==> src/rtl/video_timing_ctrl_if.sv <==
// Raster timing bundle between the timing controller and the pixel/TMDS stage.
// Master is the timing controller; slave is the consumer that gates it with en_in.
interface video_timing_ctrl_if;
  logic        en_in;
  logic [10:0] hcount_out;
  logic [9:0]  vcount_out;
  logic        hs_out;
  logic        vs_out;
  logic        ad_out;
  logic        nf_out;
  logic [5:0]  fc_out;

  modport master (
    input  en_in,
    output hcount_out, vcount_out, hs_out, vs_out,
    output ad_out, nf_out, fc_out
  );

  modport slave (
    output en_in,
    input  hcount_out, vcount_out, hs_out, vs_out,
    input  ad_out, nf_out, fc_out
  );
endinterface

==> src/rtl/video_timing_ctrl.sv <==
// Raster timing controller: pixel/line counters, syncs, active-draw,
// new-frame strobe and frame counter for the HDMI TMDS encoder stage.
module video_timing_ctrl #(
  parameter int H_ACTIVE = 1280,
  parameter int H_FP     = 110,
  parameter int H_SYNC   = 40,
  parameter int H_BP     = 220,
  parameter int V_ACTIVE = 720,
  parameter int V_FP     = 5,
  parameter int V_SYNC   = 5,
  parameter int V_BP     = 20,
  parameter int FPS      = 60,
  parameter bit SYNC_POS = 1'b1
) (
  input logic                clk_in,
  input logic                rst_n_in,
  video_timing_ctrl_if.master vif
);
  localparam int H_TOTAL = H_ACTIVE + H_FP + H_SYNC + H_BP;
  localparam int V_TOTAL = V_ACTIVE + V_FP + V_SYNC + V_BP;

  localparam logic [10:0] H_MAX = 11'(H_TOTAL - 1);
  localparam logic [10:0] H_ACT = 11'(H_ACTIVE);
  localparam logic [10:0] HS_LO = 11'(H_ACTIVE + H_FP);
  localparam logic [10:0] HS_HI = 11'(H_ACTIVE + H_FP + H_SYNC);
  localparam logic [9:0]  V_MAX = 10'(V_TOTAL - 1);
  localparam logic [9:0]  V_ACT = 10'(V_ACTIVE);
  localparam logic [9:0]  VS_LO = 10'(V_ACTIVE + V_FP);
  localparam logic [9:0]  VS_HI = 10'(V_ACTIVE + V_FP + V_SYNC);
  localparam logic [5:0]  FC_MAX = 6'(FPS - 1);

  if (H_TOTAL > 2048) begin : g_h_chk
    $error("H_TOTAL exceeds 11-bit hcount");
  end
  if (V_TOTAL > 1024) begin : g_v_chk
    $error("V_TOTAL exceeds 10-bit vcount");
  end
  if (FPS > 64) begin : g_fc_chk
    $error("FPS exceeds 6-bit frame counter");
  end

  logic [10:0] h_q, h_d;
  logic [9:0]  v_q, v_d;
  logic [5:0]  fc_q, fc_d;
  logic        hs_q, hs_d;
  logic        vs_q, vs_d;
  logic        ad_q, ad_d;
  logic        nf_q, nf_d;
  logic        hs_on, vs_on;

  always_comb begin
    h_d   = h_q;
    v_d   = v_q;
    fc_d  = fc_q;
    hs_d  = hs_q;
    vs_d  = vs_q;
    ad_d  = ad_q;
    nf_d  = 1'b0;
    hs_on = 1'b0;
    vs_on = 1'b0;
    if (vif.en_in) begin
      if (h_q == H_MAX) begin
        h_d = '0;
        v_d = (v_q == V_MAX) ? '0 : v_q + 10'd1;
      end else begin
        h_d = h_q + 11'd1;
      end
      // Outputs are derived from the next counters so they align with them.
      hs_on = (h_d >= HS_LO) && (h_d < HS_HI);
      vs_on = (v_d >= VS_LO) && (v_d < VS_HI);
      hs_d  = SYNC_POS ? hs_on : ~hs_on;
      vs_d  = SYNC_POS ? vs_on : ~vs_on;
      ad_d  = (h_d < H_ACT) && (v_d < V_ACT);
      nf_d  = (h_d == H_ACT) && (v_d == V_ACT);
      if (nf_d) begin
        fc_d = (fc_q == FC_MAX) ? '0 : fc_q + 6'd1;
      end
    end
  end

  always_ff @(posedge clk_in) begin
    if (!rst_n_in) begin
      h_q  <= '0;
      v_q  <= '0;
      fc_q <= '0;
      hs_q <= ~SYNC_POS;
      vs_q <= ~SYNC_POS;
      ad_q <= 1'b0;
      nf_q <= 1'b0;
    end else begin
      h_q  <= h_d;
      v_q  <= v_d;
      fc_q <= fc_d;
      hs_q <= hs_d;
      vs_q <= vs_d;
      ad_q <= ad_d;
      nf_q <= nf_d;
    end
  end

  assign vif.hcount_out = h_q;
  assign vif.vcount_out = v_q;
  assign vif.hs_out     = hs_q;
  assign vif.vs_out     = vs_q;
  assign vif.ad_out     = ad_q;
  assign vif.nf_out     = nf_q;
  assign vif.fc_out     = fc_q;
endmodule
==> src/flat_wrapper.sv <==
// flat-port wrapper written by rule: the top's interface ports become plain ports
module video_timing_ctrl_flat 
#(
  parameter int H_ACTIVE = 1280,
  parameter int H_FP     = 110,
  parameter int H_SYNC   = 40,
  parameter int H_BP     = 220,
  parameter int V_ACTIVE = 720,
  parameter int V_FP     = 5,
  parameter int V_SYNC   = 5,
  parameter int V_BP     = 20,
  parameter int FPS      = 60,
  parameter bit SYNC_POS = 1'b1
)
  (clk_in, rst_n_in, vif_en_in, vif_hcount_out, vif_vcount_out, vif_hs_out, vif_vs_out, vif_ad_out, vif_nf_out, vif_fc_out);
  video_timing_ctrl_if vif_i ();
  input logic clk_in;
  input logic rst_n_in;
  input wire logic [$bits(vif_i.en_in)-1:0] vif_en_in;
  output wire logic [$bits(vif_i.hcount_out)-1:0] vif_hcount_out;
  output wire logic [$bits(vif_i.vcount_out)-1:0] vif_vcount_out;
  output wire logic [$bits(vif_i.hs_out)-1:0] vif_hs_out;
  output wire logic [$bits(vif_i.vs_out)-1:0] vif_vs_out;
  output wire logic [$bits(vif_i.ad_out)-1:0] vif_ad_out;
  output wire logic [$bits(vif_i.nf_out)-1:0] vif_nf_out;
  output wire logic [$bits(vif_i.fc_out)-1:0] vif_fc_out;
  assign vif_i.en_in = vif_en_in;
  assign vif_hcount_out = vif_i.hcount_out;
  assign vif_vcount_out = vif_i.vcount_out;
  assign vif_hs_out = vif_i.hs_out;
  assign vif_vs_out = vif_i.vs_out;
  assign vif_ad_out = vif_i.ad_out;
  assign vif_nf_out = vif_i.nf_out;
  assign vif_fc_out = vif_i.fc_out;
  video_timing_ctrl #(.H_ACTIVE(H_ACTIVE), .H_FP(H_FP), .H_SYNC(H_SYNC), .H_BP(H_BP), .V_ACTIVE(V_ACTIVE), .V_FP(V_FP), .V_SYNC(V_SYNC), .V_BP(V_BP), .FPS(FPS), .SYNC_POS(SYNC_POS)) u_core (.clk_in(clk_in), .rst_n_in(rst_n_in), .vif(vif_i));
endmodule
==> config.mk <==
export PLATFORM = sky130hd
export DESIGN_NAME = video_timing_ctrl_flat
export DESIGN_NICKNAME = d
export VERILOG_FILES = /design/src/rtl/video_timing_ctrl_if.sv /design/src/rtl/video_timing_ctrl.sv /design/src/flat_wrapper.sv
export SDC_FILE = /design/constraint.sdc
export NUM_CORES = 1
export LEC_CHECK = 0
export BUFFER_PORTS_ARGS = -buffer_cell sky130_fd_sc_hd__buf_2
export CAP_MARGIN = 0
export CORE_MARGIN = 1.5
export CORE_UTILIZATION = 30
export DETAILED_ROUTE_END_ITERATION = 8
export PLACE_DENSITY_LB_ADDON = 0.25
export SETUP_SLACK_MARGIN = 0.3
export SYNTH_ARGS = -nofsm -noshare
export SYNTH_HDL_FRONTEND = slang
export SYNTH_SLANG_ARGS = --single-unit
==> constraint.sdc <==
create_clock -name clk_in -period 3.2 [get_ports clk_in]
set_clock_uncertainty 0.15 [all_clocks]
set_input_delay 0.32 -clock clk_in [delete_from_list [all_inputs] [get_ports clk_in]]
set_output_delay 0.32 -clock clk_in [all_outputs]
set_load 0.005 [all_outputs]
==> results.cfg, run 1 <==
[run_status]
outcome = completed

[routing]
vias = 2524
wirelength_mm = 6.86
dr.pass1.iters = 5
routedWlPerCell_um = 15.2
ant_nets = 0
met1Wirelength_mm = 3.11
met2WireLength_mm = 3.25
first_iter_violations = 150
viasPerCell = 5.60
wl_met3_um = 386
top_layer = met4
drc = 0

[critical_path]
reg2reg_slack_ns = 0.42
startpoint = u_core.vif.vcount_out[0]
path_max_fanout = 7
critPathKind = flip-flop to flip-flop
end_kind = flip-flop
cp-start-kind = flip-flop
r2r_cells = 8
crit_arrival_ns = 2.85
required_ns = 3.27
r2r_start = u_core.vif.vcount_out[0]
r2r_end = u_core.vif.fc_out[0]
endpoint = u_core.vif.fc_out[0]

[timing]
rsz0062_at_grt = yes
final.setup.tns_ns = 0
slew_headroom = 0.459
fin_crit_sh = 0.867
layout_min_cycle_time_ns = 2.78
fmax_ghz = 0.360
worst_pin_slew_ns = 0.810
hold_ws_ns = 0.221
slew_violations = 0
hold_viol_final = 0
setup_viol = 0

[floorplanning]
fp-row-count = 31
design.core.area_mm2 = 0.00729
io_pins = 34
die_w_um = 90.1
initial_utilization = 0.312
fp.dieH_um = 90.1
die-area_mm2 = 0.00812

[layout]
drive_gt1_frac = 0.256
utilization = 0.387
area_delta_synth_final_pct = 24.0
antenna_cells = 0
nets = 359

[power_and_ir_drop]
power.total_uw = 864
powerDensity_mw_per_mm2 = 306
p_leak_nw = 1.03
ir_worst_vdd_v = 0.000214

[synth]
yosysSeqAreaShare = 0.273
synth-seq-cells = 31
synthArstFlopShare = 0
yosysMostFrequentCell = dfxtp_1
synth_flop_cell = dfxtp_1
synth.distinct_cells = 55
yosys_warnings = 0
syn_inst = 311
synth_fp_nets = 319
synth_top_cells_by_count = dfxtp_1 (31), nor2_1 (26), o21ai_0 (26), a21oi_1 (24), nand2_1 (23)
postSynthAreaPerCell_um2 = 7.32
synth_area_leader_cell = dfxtp_1
synth_edf_count = 0
synth.cell_area_mm2 = 0.00228
synth_top_area_share = 0.273
synthTopCellsByArea = dfxtp_1 (27%), o21ai_0 (5.7%), a21oi_1 (5.3%)

[clock_network]
clkLatencyLatePin_ns = 0.30
clkSinkCount = 31
cts_tree = yes
cts_buffers = 5
ctsHoldBuffers = 0
htree_levels = 2
clock_path_buffers = 2
clk_pin_slew_ns = 0.08
root_buffer = clkbuf_8

[placement]
port-buffer-count = 33
finalWeightedCongestion = 0.849
dp_hpwl_mm = 4.82

[grt]
grt_pass1_wl_mm = 11.5
grt_pass1_vias = 2334
antenna_found_initial = 0
grt.total_usage = 0.170
grt_max_degree = 24
grt-ovfl-total = 0

[job]
max_cap_viol_count = 0

[hold_path]
hold_path.class = input pin to flip-flop
hold_start = rst_n_in
==> stage by stage <==
step / setup slack (ns) / area, um2 / instances
final: 0.424 / 2820 / 451
after global routing: 0.234 / 2820 / 451
after CTS: 0.306 / 2700 / 443
after detailed placement: 0.205 / 2570 / 435
after global placement: 0.264 / 2570 / 435
after floorplan: 0.346 / 2280 / 311
==> cell families after synthesis <==
group / count (synthesis) / synth area share
AND/OR/NAND/NOR: 140 / 0.345
AO/OA/AOI/OAI: 88 / 0.238
buffers and inverters: 36 / 0.0731
flip-flops: 31 / 0.273
XOR/XNOR: 9 / 0.0346
adder cells (fa/ha/maj): 5 / 0.0275
multiplexers: 2 / 0.00935
==> how the worst min path moves through the flow <==
| stage | end | slack, ns | cells after the start |
|---|---|---|---|
| final | u_core.vif.vcount_out[5] | 0.22 | 2 |
| after global routing | u_core.vif.fc_out[5] | 0.23 | 2 |
| after CTS | u_core.vif.vcount_out[5] | 0.22 | 2 |
| after detailed placement | u_core.vif.ad_out | 0.30 | 2 |
| after global placement | u_core.vif.ad_out | 0.30 | 2 |
| after floorplan | u_core.vif.ad_out | 0.31 | 2 |
==> layout make-up <==
| type | instances | area [um2] |
|---|---|---|
| sequential | 31 | 624 |
| multi-input combinational | 244 | 1560 |
| tap | 99 | 124 |
| clock buffer | 6 | 82.6 |
| fill | 819 | 4470 |
| timing repair buffer | 59 | 360 |
| inverter | 10 | 37.5 |
| clock inverter | 2 | 35.0 |
==> registers in the layout, indices dropped and copies added (netlist names) <==
register / flops
u_core.vif.hcount_out: 11
u_core.vif.nf_out: 1
u_core.vif.ad_out: 1
u_core.vif.vcount_out: 10
u_core.vif.hs_out: 1
u_core.vif.vs_out: 1
u_core.vif.fc_out: 6
==> critical path, stage by stage (launching register included) <==
cell and delay, ns:
dfxtp_1 0.45, ha_1 0.23, nand3_2 0.15, or4_1 0.46, mux2i_1 0.16, a31oi_1 0.11
or3_1 0.36, or4b_1 0.50, a21oi_1 0.14
==> layer usage <==
metal / global-route usage / up-vias
met5: 0 / -
met4: 0.0423 / 0
li1: - / 1234
met3: 0.0296 / 15
met1: 0.225 / 1183
met2: 0.285 / 92
==> where the power goes <==
| part | switching (mW) | internal [mW] |
|---|---|---|
| Sequential | 0.00445 | 0.389 |
| Clock | 0.170 | 0.252 |
| Combinational | 0.0309 | 0.0175 |
==> layout by cell type, fill, tap and decap left out, drive strengths merged, types with 3 or more instances in the layout <==
cell type and count:
nor3 18, o21ai 28, and3 6, nand4b 4, a31oi 8, or3 7
o21a 7, a211oi 3, or4 3, xnor2 7, clkbuf 6, nor2b 3
inv 10, nand4 8, nand3 16, nor4b 4, and4 5, ha 5
nand2 24, dfxtp 31, nor4 4, nor2 26, buf 59, a21oi 24
==> repair_timing <==
action / CTS / global route
setup endpoints to repair: 1 / 8
pin swaps: 0 / 6
setup buffers: 0 / 8
resized for setup: 5 / 14
Power figures use the tool's default switching activity.
==> run 2: changes to the inputs <==
- CORE_UTILIZATION: 30 -> 40
==> results.cfg, run 2 (synthesis gave the netlist of run 1 again) <==
[hold_path]
hold_start = rst_n_in
hold_depth = 2
hold_path.class = input pin to flip-flop
min_to = u_core.vif.vs_out

[grt]
grt_pass1_wl_mm = 10.5
antenna_found_initial = 0
grt-ovfl-total = 0
grt_pass1_vias = 2235
grt_max_degree = 24
grt.total_usage = 0.214

[routing]
wirelength_mm = 6.38
drc = 0
dr.pass1.iters = 4
viasPerCell = 5.74
routedWlPerCell_um = 15.1
first_iter_violations = 105
ant_nets = 0
vias = 2427

[job]
max_cap_viol_count = 0

[clock_network]
ctsHoldBuffers = 0
cts_buffers = 5
clkLatencyLatePin_ns = 0.29
cts_tree = yes
htree_levels = 2
root_buffer = clkbuf_8
clkSinkCount = 31
clock_path_buffers = 2
clk_pin_slew_ns = 0.07

[layout]
layout.cells.most_common = buf_2
area_delta_synth_final_pct = 20.5
largest_reg_flops = 11
fill_cells = 562
antenna_cells = 0
drive_gt1_frac = 0.254
nets = 358
final_cell_mix = buf_2 (33), dfxtp_1 (27), nor2_1 (26), o21ai_0 (26), buf_4 (25)
utilization = 0.498

[floorplanning]
die_w_um = 78.4
initial_utilization = 0.413
design.core.area_mm2 = 0.00551
fp-row-count = 27
io_pins = 34
die-area_mm2 = 0.00615
fp.dieH_um = 78.4

[critical_path]
r2r_start = u_core.vif.hcount_out[1]
cp-start-kind = flip-flop
r2r_cells = 9
crit_arrival_ns = 2.91
path_max_fanout = 8
end_kind = flip-flop
critPathKind = flip-flop to flip-flop
required_ns = 3.26
reg2reg_slack_ns = 0.36
r2r_end = u_core.vif.fc_out[0]

[power_and_ir_drop]
powerDensity_mw_per_mm2 = 271
ir_worst_vdd_v = 0.000234
p_leak_nw = 1.02

[placement]
dp_hpwl_mm = 4.59
finalWeightedCongestion = 0.879
port-buffer-count = 33

[timing]
final.setup.tns_ns = 0
slew_violations = 0
setup_viol = 0
fmax_ghz = 0.352
layout_min_cycle_time_ns = 2.84
worst_pin_slew_ns = 0.815
slew_headroom = 0.456
fin_crit_sh = 0.889
rsz0062_at_grt = yes
hold_viol_final = 0

[run_status]
outcome = completed
run 2: where the power goes:
part	switching (mW)	leakage, nW	internal, mW	total (mW)
combinational	0.0305	0.719	0.0173	0.0478
clock	0.154	0.0477	0.149	0.303
sequential	0.00420	0.252	0.390	0.394
total	0.189	1.02	0.555	0.744
run 2: metal layers:
metal	GRT usage	wire (um)	up-vias
li1	-	-	1232
met1	0.270	2950	1146
met2	0.364	3080	42
met3	0.0477	277	7
met4	0.0625	76	0
met5	0	0	-
run 2: area by class of cell:
| type | instances | area, um2 | area share |
|---|---|---|---|
| multi-input cells | 244 | 1550 | 0.566 |
| flip-flops and latches | 31 | 626 | 0.228 |
| repair buffers | 58 | 353 | 0.129 |
| well taps | 72 | 90.1 | 0.0328 |
| clock buffers | 5 | 68.8 | 0.0251 |
| inverters | 10 | 37.5 | 0.0137 |
| clock inverters | 3 | 15.0 | 0.00547 |
run 2: stage by stage:
| step | area, um2 | power [mW] | worst slack, ns | std cells | hold slack (ns) |
|---|---|---|---|---|---|
| global placement | 2560 | 0.448 | 0.279 | 411 | 0.307 |
| floorplan | 2280 | 0.431 | 0.346 | 311 | 0.307 |
| CTS | 2650 | 0.747 | 0.317 | 419 | 0.221 |
| global route | 2740 | 0.778 | 0.187 | 423 | 0.210 |
| finish | 2740 | 0.744 | 0.357 | 423 | 0.215 |
| detailed placement | 2560 | 0.448 | 0.288 | 411 | 0.308 |
run 2: what timing repair did:
item,in CTS,in global routing
endpoints found under the setup margin,1,6
gates resized for setup,3,17
pin swaps,0,4
buffers inserted,0,4
run 2: critical path, cell delays in order (launching register included):
cell     delay, ns
dfxtp_2       0.36
inv_1         0.06
ha_1          0.13
nor4b_4       0.39
and3_4        0.30
nand3_1       0.12
xor2_2        0.19
or3_4         0.41
or4b_4        0.52
a21oi_2       0.14
run 2: worst max-delay path by stage:
stage	startpoint	to	slack, ns
after detailed placement	u_core.vif.vcount_out[1]	u_core.vif.fc_out[0]	0.29
after global placement	u_core.vif.vcount_out[1]	u_core.vif.fc_out[0]	0.28
final	u_core.vif.hcount_out[1]	u_core.vif.fc_out[0]	0.36
after floorplan	u_core.vif.vcount_out[1]	u_core.vif.fc_out[0]	0.35
after global routing	u_core.vif.hcount_out[1]	u_core.vif.fc_out[0]	0.19
after CTS	u_core.vif.hcount_out[2]	u_core.vif.fc_out[0]	0.32
